==> src/rtl/rc_pkg.sv <==
// Shared types and character constants for the UART receive block.
// RX_PARITY_EN adds an even-parity state to the bit FSM.
package rc_pkg;

  typedef enum logic [2:0] {
    IDLE,
    START,
    DATA,
`ifdef RX_PARITY_EN
    PARITY,
`endif
    STOP
  } rx_state_e;

  localparam logic [7:0] CHAR_ZERO = 8'h30;
  localparam logic [7:0] CHAR_NINE = 8'h39;
  localparam logic [7:0] CHAR_CR   = 8'h0D;
  localparam logic [7:0] CHAR_ESC  = 8'h1B;

  function automatic logic is_digit(input logic [7:0] c);
    return (c >= CHAR_ZERO) && (c <= CHAR_NINE);
  endfunction

endpackage

==> src/rtl/uart_rx_core.sv <==
// Serial byte receiver: 2-FF synchronizer, bit FSM and shift register.
// RX_PARITY_EN inserts an even-parity bit check between data and stop.
module uart_rx_core
  import rc_pkg::*;
#(
  parameter int CLKS_PER_BIT = 5208
) (
  input  logic       clk,
  input  logic       reset,
  input  logic       rxd,
  output logic [7:0] rxByte,
  output logic       byteValid,
  output logic       byteErr,
  output logic       busy
);

  localparam int            CW   = $clog2(CLKS_PER_BIT + 1);
  localparam logic [CW-1:0] FULL = CW'(CLKS_PER_BIT - 1);
  localparam logic [CW-1:0] HALF = CW'(CLKS_PER_BIT / 2 - 1);

  rx_state_e     state, state_n;
  logic          rx_m, rx_s, rx_d;
  logic [CW-1:0] clk_cnt;
  logic [2:0]    bit_cnt;
  logic [7:0]    sr;
  logic          par_bad;
  logic          fall, tick_half, tick_full;

  // sync stages clear to 0 so a line already low out of reset is not an edge
  assign fall      = rx_d & ~rx_s;
  assign tick_half = (clk_cnt == HALF);
  assign tick_full = (clk_cnt == FULL);
  assign busy      = (state != IDLE);

  always_ff @(posedge clk) begin
    if (reset) state <= IDLE;
    else       state <= state_n;
  end

  always_comb begin
    state_n = state;
    case (state)
      IDLE:   if (fall) state_n = START;
      START:  if (tick_half) state_n = rx_s ? IDLE : DATA;
      DATA:   if (tick_full && bit_cnt == 3'd7)
`ifdef RX_PARITY_EN
                state_n = PARITY;
      PARITY: if (tick_full) state_n = STOP;
`else
                state_n = STOP;
`endif
      STOP:   if (tick_full) state_n = IDLE;
      default: state_n = IDLE;
    endcase
  end

  always_ff @(posedge clk) begin
    if (reset) begin
      rx_m      <= 1'b0;
      rx_s      <= 1'b0;
      rx_d      <= 1'b0;
      clk_cnt   <= '0;
      bit_cnt   <= '0;
      sr        <= '0;
      par_bad   <= 1'b0;
      rxByte    <= '0;
      byteValid <= 1'b0;
      byteErr   <= 1'b0;
    end else begin
      rx_m      <= rxd;
      rx_s      <= rx_m;
      rx_d      <= rx_s;
      byteValid <= 1'b0;
      byteErr   <= 1'b0;
      // restart the bit timer on every state change and every sample point
      clk_cnt   <= (state_n != state || tick_full) ? '0 : clk_cnt + CW'(1);
      case (state)
        IDLE: begin
          bit_cnt <= '0;
          par_bad <= 1'b0;
        end
        DATA: if (tick_full) begin
          sr      <= {rx_s, sr[7:1]};
          bit_cnt <= bit_cnt + 3'd1;
        end
`ifdef RX_PARITY_EN
        PARITY: if (tick_full) par_bad <= rx_s ^ (^sr);
`endif
        STOP: if (tick_full) begin
          if (rx_s && !par_bad) begin
            rxByte    <= sr;
            byteValid <= 1'b1;
          end else begin
            byteErr   <= 1'b1;
          end
        end
        default: ;
      endcase
    end
  end

endmodule

==> src/rtl/uart_receive.sv <==
// Decimal-entry receiver: decodes UART characters into a 4-digit buffer.
// Build with RX_PARITY_EN for 8E1 framing; default is 8N1.
module uart_receive
  import rc_pkg::*;
#(
  parameter int CLKS_PER_BIT = 5208,
  parameter int MAX_DIGITS   = 4
) (
  input  logic       clk,
  input  logic       reset,
  input  logic       rxd,
  output logic [3:0] num1,
  output logic [3:0] num2,
  output logic [3:0] num3,
  output logic [3:0] num4,
  output logic       numValid,
  output logic       frameErr,
  output logic       overflow,
  output logic       busy
);

  logic [7:0] rx_byte;
  logic       byte_valid, byte_err;
  logic [2:0] count;
  logic       pend_clr;

  uart_rx_core #(.CLKS_PER_BIT(CLKS_PER_BIT)) u_core (
    .clk       (clk),
    .reset     (reset),
    .rxd       (rxd),
    .rxByte    (rx_byte),
    .byteValid (byte_valid),
    .byteErr   (byte_err),
    .busy      (busy)
  );

  always_ff @(posedge clk) begin
    if (reset) begin
      {num1, num2, num3, num4} <= '0;
      count    <= '0;
      pend_clr <= 1'b0;
      numValid <= 1'b0;
      frameErr <= 1'b0;
      overflow <= 1'b0;
    end else begin
      numValid <= 1'b0;
      frameErr <= byte_err;
      if (byte_valid) begin
        if (is_digit(rx_byte)) begin
          // a committed number stays visible until the next digit replaces it
          if (pend_clr) begin
            {num4, num3, num2} <= '0;
            num1     <= rx_byte[3:0];
            count    <= 3'd1;
            pend_clr <= 1'b0;
          end else if (count == 3'(MAX_DIGITS)) begin
            overflow <= 1'b1;
          end else begin
            {num4, num3, num2, num1} <= {num3, num2, num1, rx_byte[3:0]};
            count <= count + 3'd1;
          end
        end else if (rx_byte == CHAR_CR) begin
          numValid <= 1'b1;
          pend_clr <= 1'b1;
          overflow <= 1'b0;
        end else if (rx_byte == CHAR_ESC) begin
          {num1, num2, num3, num4} <= '0;
          count    <= '0;
          pend_clr <= 1'b0;
          overflow <= 1'b0;
        end
      end
    end
  end

endmodule

==> config.mk <==
export PLATFORM = sky130hd
export DESIGN_NAME = uart_receive
export DESIGN_NICKNAME = d
export VERILOG_FILES = /design/src/rtl/rc_pkg.sv /design/src/rtl/uart_rx_core.sv /design/src/rtl/uart_receive.sv
export SDC_FILE = /design/constraint.sdc
export NUM_CORES = 1
export LEC_CHECK = 0
export ABC_AREA = 1
export BUFFER_PORTS_ARGS = -buffer_cell sky130_fd_sc_hd__buf_2
export CAP_MARGIN = 5
export CORE_MARGIN = 5
export CORE_UTILIZATION = 40
export DETAILED_ROUTE_END_ITERATION = 7
export PLACE_DENSITY_LB_ADDON = 0.25
export SYNTH_ARGS = -nofsm -noshare
export SYNTH_HDL_FRONTEND = slang
export SYNTH_SLANG_ARGS = --single-unit
==> constraint.sdc <==
create_clock -name clk -period 1.55 [get_ports clk]
set_input_delay 0.465 -clock clk [delete_from_list [all_inputs] [get_ports clk]]
set_output_delay 0.465 -clock clk [all_outputs]
set_load 0.005 [all_outputs]
==> results.cfg, run 1 <==
[sta]
fmax_mhz = 643
fin_worst_skew_ns = 0.00663
setup_viol = 7
setup_slack_ns = -0.00534
fin_crit_ns = 1.56
slew_violations = 0
rsz0062_at_grt = yes
hold_viol = 0
fin_tns_setup_ns = -0.0199
post-route-period-util = 1.00

[grt]
grt_max_degree = 32
grt_pass1_vias = 2210
grt_use_total = 0.139
grt_pass1_wl_um = 9560
antenna_found_initial = 0
overflow = 0

[clocking]
clk_pin_slew_ns = 0.07
cts_made_buffers = 9
postCtsHoldBufs = 0
clockBufferDepth = 2
htreeDepth = 3
insertion_delay_ns = 0.33
cts_sinks = 63
cts_tree = yes
cts_root_buf = clkbuf_8

[synth]
synth_fp_nets = 384
yosysTopAreaCell = dfxtp_1
ys_warn_count = 0
synthAdderAreaFrac = 0.0227
synth_area_leaders = dfxtp_1 (46%), nand2_1 (8.9%), inv_1 (8.3%), nor2_1 (7.5%), o21ai_0 (5.4%)
ys_seq_area_frac = 0.458
synth-compound-area-share = 0.114
synth_xor_area_frac = 0.0350
yosys_most_used_dff = dfxtp_1
synth_most_common_cell = nand2_1
synth_top_family_by_area = simple AND/OR/NAND/NOR gates
ys_seq_elements = 63
synth_top_area_share = 0.458
synth_edf_count = 0
synthCells = 376
synth_simple_gate_area_frac = 0.255
ys_types = 30
synth_common_cells = nand2_1 (65), dfxtp_1 (63), inv_1 (61)
synthMuxAreaShare = 0
async_reset_ff_frac = 0
synth_area_um2 = 2760
avgSynthCellArea_um2 = 7.33

[worst_setup_path]
path_depth = 9
r2r-start = u_core.rxByte[7]
rr_worst_depth = 9
critical_path_required_ns = 1.78
critPathCaptureType = register
worstPathArrival_ns = 1.78
crit_slowest_cell = dfxtp_2
crit_chain = nor2_4 -> nand3_2 -> a21oi_4 -> inv_2 -> nand2_2 -> nand3_4 -> buf_12 -> o21ai_0 -> nor2_1
cp-start-kind = register
cp-startpoint = u_core.rxByte[7]
crit_family = simple AND/OR/NAND/NOR gates
crit_path_max_fanout = 8
criticalPathCategory = register to register
slowest_delay_ns = 0.33
path_buf_inv = 2

[route]
vias = 2411
drt-total-wl_um = 5780
dr.pass1.iters = 4
drtIter0Drc = 68
ant_nets = 0
wl_per_cell_um = 11.1
route.detailed.drc = 0
drt-vias-per-instance = 4.65

[power]
ir_drop_mv = 0.529
leakagePower_nw = 1.58
power_density_nw_per_um2 = 880

[floorplanning]
dieHeight_um = 93.0
fp.dieW_um = 93.0
dieArea_um2 = 8650
coreArea_um2 = 6760
pin_count = 23
start_util = 0.408
num_rows = 30

[placement]
hpwl_um = 3960
gp_congestion = 0.838
dpl_cell_area_um2 = 3140
io_buffer_count = 22

[worst_hold_path]
worstHoldStart = rxd
min_path_cells = 3
worstHoldPathType = primary input to register

[finish]
diodes = 0
drive_gt1_frac = 0.310
area_delta_synth_final_pct = 31.9
design_area_um2 = 3640
final_nets = 442

[run_status]
outcome = finished with violations
violations = setup timing

[job]
cap_violations = 0
[cell usage in the layout (no fill, tap or decap), types with 6 or more instances in the layout]
| cell | Yosys | routed |
|---|---|---|
| a21oi_1 | 23 | 22 |
| buf_2 | 1 | 22 |
| buf_4 | 0 | 25 |
| clkbuf_8 | 0 | 12 |
| dfxtp_1 | 63 | 52 |
| dfxtp_2 | 0 | 11 |
| inv_1 | 61 | 59 |
| inv_2 | 5 | 7 |
| nand2_1 | 65 | 55 |
| nand2_2 | 1 | 10 |
| nand3_1 | 16 | 12 |
| nor2_1 | 55 | 40 |
| nor2_2 | 3 | 14 |
| nor3_1 | 9 | 6 |
| o21ai_0 | 30 | 20 |
| o21ai_1 | 2 | 11 |
| xor2_1 | 10 | 10 |
[registers in the layout (all words and copies together) (netlist names), 3 cells and up]
| name | count |
|---|---|
| num1 | 4 |
| u_core.state | 3 |
| u_core.bit_cnt | 3 |
| u_core.rxByte | 8 |
| u_core.sr | 8 |
| num4 | 4 |
| num3 | 4 |
| count | 3 |
| num2 | 4 |
| u_core.clk_cnt | 13 |
[power breakdown]
part,internal [mW],switching (mW)
clock,0.876,0.592
combinational,0.0394,0.0566
sequential,1.63,0.00670
[routing by layer]
metal | vias up | track usage | share of wire
met2 | 40 | 0.227 | 0.48
met1 | 1079 | 0.167 | 0.45
met4 | 0 | 0.0476 | 0.012
li1 | 1286 | - | -
met5 | - | 0 | 0
met3 | 6 | 0.0515 | 0.054
[tightest hold or removal path, cell delays in order]
cell and delay (ns):
buf_2 0.07, inv_1 0.03, nor2_1 0.06
[through the flow]
step	hold WS (ns)	utilization	power [mW]	setup WS, ns	instances
3_3_place_gp	0.392	0.464	1.75	-0.0334	497
5_1_grt	0.345	0.538	3.34	-0.114	519
2_1_floorplan	0.388	-	1.72	0.0502	376
6_report	0.331	0.538	3.20	-0.00534	519
4_1_cts	0.318	0.499	3.24	0.000769	514
3_5_place_dp	0.398	0.464	1.75	-0.0638	497
[worst paths after layout]
| kind | end | slack [ns] |
|---|---|---|
| min | u_core.rx_m | 0.33 |
| min reg2reg | u_core.rx_s | 0.40 |
| max | num3[1] | -0.005 |
| max reg2reg | num3[1] | -0.005 |
[final cells by class]
type / instances / area, um2
clock buffer: 14 / 173
clock inverter: 2 / 37.5
fill: 652 / 3120
inverter: 66 / 248
multi-input combinational: 238 / 1360
sequential: 63 / 1270
tap: 80 / 100
timing repair buffer: 56 / 444
[timing repair]
item	4_1_cts	5_1_grt
pin swaps	5	6
setup buffers	1	2
endpoints found under the setup margin	20	43
gates cloned	0	3
resized for setup	7	66
[cell families after synthesis]
family / after synthesis
fa+ha+maj: 5
buf+inv: 75
simple gates: 161
xor+xnor: 11
compound gates: 60
flops: 63
other cells: 1
No activity file was read; power rests on OpenSTA's default activity.
==> inputs of run 2 (changes only) <==
--- a/config.mk
+++ b/config.mk
@@ -7,7 +7,7 @@
 export LEC_CHECK = 0
 export ABC_AREA = 1
 export BUFFER_PORTS_ARGS = -buffer_cell sky130_fd_sc_hd__buf_2
-export CAP_MARGIN = 5
+export CAP_MARGIN = 25
 export CORE_MARGIN = 5
 export CORE_UTILIZATION = 40
 export DETAILED_ROUTE_END_ITERATION = 7
==> constraint.sdc (replaced) <==
create_clock -name clk -period 1.8 [get_ports clk]
set_input_delay 0.54 -clock clk [delete_from_list [all_inputs] [get_ports clk]]
set_output_delay 0.54 -clock clk [all_outputs]
set_load 0.005 [all_outputs]
==> run 2 against run 1 <==
The flow now finishes without violations. Utilization is 7.1 points lower. Sequential power decreased by 14%. First-iteration DRC count is 1.5% higher. Fmax is 5.8% lower. Final cell count shrank 5.6%. Setup slack improved by 0.15 ns. Critical path type unchanged. Highest routed layer unchanged.
==> results.cfg, run 2 (same netlist as run 1, synthesis figures left out) <==
[run_status]
outcome = completed

[clocking]
htreeDepth = 3
cts_root_buf = clkbuf_8
insertion_delay_ns = 0.33
cts_sinks = 63
clk_pin_slew_ns = 0.07
cts_made_buffers = 9
cts_tree = yes
post_cts_resized = 0
postCtsHoldBufs = 0
clockBufferDepth = 2
postCtsSetupRepairBufs = 0

[grt]
grt_pass1_vias = 2017
overflow = 0
grt_use_total = 0.129
antenna_found_initial = 0
grt_max_degree = 32
grt_pass1_wl_um = 8920

[finish]
design_area_um2 = 3160
layout_common_cells = nand2_1 (65), dfxtp_1 (63), inv_1 (61), nor2_1 (54), o21ai_0 (30)
final_common_cell = nand2_1
final_nets = 414
top_regs = u_core.clk_cnt: 13 flops, u_core.rxByte: 8 flops, u_core.sr: 8 flops
area_delta_synth_final_pct = 14.5
top_register = u_core.clk_cnt
largest_reg_flops = 13
drive_gt1_frac = 0.154
diodes = 0

[worst_setup_path]
criticalPathCategory = register to register
worstReg2RegEnd = u_core.clk_cnt[8]
cp-startpoint = u_core.clk_cnt[0]
crit_path_max_fanout = 13
critical_path_required_ns = 2.07
cp-start-kind = register
slowest_delay_ns = 0.36
rr_worst_depth = 11
critPathCapture = u_core.clk_cnt[8]
path_depth = 11
crit_slowest_cell = dfxtp_1
r2r-start = u_core.clk_cnt[0]
critPathCaptureType = register
path_buf_inv = 1
crit_chain = ha_2 -> nand2_1 -> nor2_2 -> nand3_2 -> nand2_1 -> nand2_1 -> inv_2 -> nand2_1 -> nand2_1 -> nand3_4 -> nor2_1
crit_top_cell = nand2_1
worstPathArrival_ns = 1.92
crit_family = simple AND/OR/NAND/NOR gates
regToRegSetupSlack_ns = 0.15

[worst_hold_path]
worstHoldPathType = register to register

[sta]
fmax_mhz = 606
fin_hold_ws_ns = 0.401
rsz0062_at_grt = yes
post-route-period-util = 0.917
setup_viol = 0
fin_worst_skew_ns = 0.00480
fin_crit_ns = 1.65
hold_viol = 0
slew_violations = 0

[placement]
hpwl_um = 3670
gp_congestion = 0.911
dpl_cell_area_um2 = 2960
io_buffer_count = 22

[route]
dr.pass1.iters = 4
drtIter0Drc = 69
drt-total-wl_um = 5220
drt-vias-per-instance = 4.61
vias = 2259
ant_nets = 0
wl_per_cell_um = 10.6
route.detailed.drc = 0

[floorplanning]
coreArea_um2 = 6760
dieArea_um2 = 8650
pin_count = 23
dieHeight_um = 93.0
start_util = 0.408
fp.dieW_um = 93.0
num_rows = 30

[job]
cap_violations = 0

[power]
power_density_nw_per_um2 = 825
ir_drop_mv = 0.376
p_total_mw = 2.60
leakagePower_nw = 1.39
## run 2: routing by layer
metal  global-route usage  vias up  part of all wire
met2                0.204       36              0.44
met3               0.0314       11             0.038
met1                0.164      983              0.50
met5                    0        -                 0
li1                     -     1229                 -
met4               0.0659        0             0.017
## run 2: worst min-delay path by stage
stage	start	cells past startpoint	to	slack (ns)
after CTS	u_core.byteErr	2	frameErr	0.40
after global placement	u_core.byteErr	2	frameErr	0.40
after floorplan	u_core.byteErr	2	frameErr	0.39
final	u_core.byteErr	2	frameErr	0.40
after detailed placement	u_core.byteErr	2	frameErr	0.40
after global routing	u_core.rx_m	2	u_core.rx_s	0.42
## run 2: power by group
group,total (mW),switching (mW),leakage [nW],internal [mW]
Sequential,1.41,0.00463,0.509,1.40
Combinational,0.0588,0.0401,0.790,0.0187
Clock,1.14,0.517,0.0957,0.622
Total,2.60,0.562,1.39,2.04
## run 2: layout make-up
type / count / area, um2
timing repair buffer: 28 / 168
sequential: 63 / 1260
tap: 80 / 100
inverter: 66 / 248
multi-input combinational: 238 / 1200
clock buffer: 10 / 128
clock inverter: 5 / 50.0
fill: 673 / 3600
## run 2: worst register-to-register path, stage by stage (launching register included)
cell and delay, ns:
dfxtp_1 0.36, ha_2 0.22, nand2_1 0.07, nor2_2 0.16, nand3_2 0.11, nand2_1 0.09, nand2_1 0.06, inv_2 0.06
nand2_1 0.04, nand2_1 0.10, nand3_4 0.18, nor2_1 0.13
## run 2: metrics by stage
step	setup WS, ns	TNS (ns)	std cells	util
final	0.150	0	490	0.467
after global routing	-0.0340	-0.130	490	0.467
after CTS	0.0437	0	490	0.464
after detailed placement	0.0504	0	475	0.438
after global placement	0.129	0	475	0.438
after floorplan	0.300	0	376	-
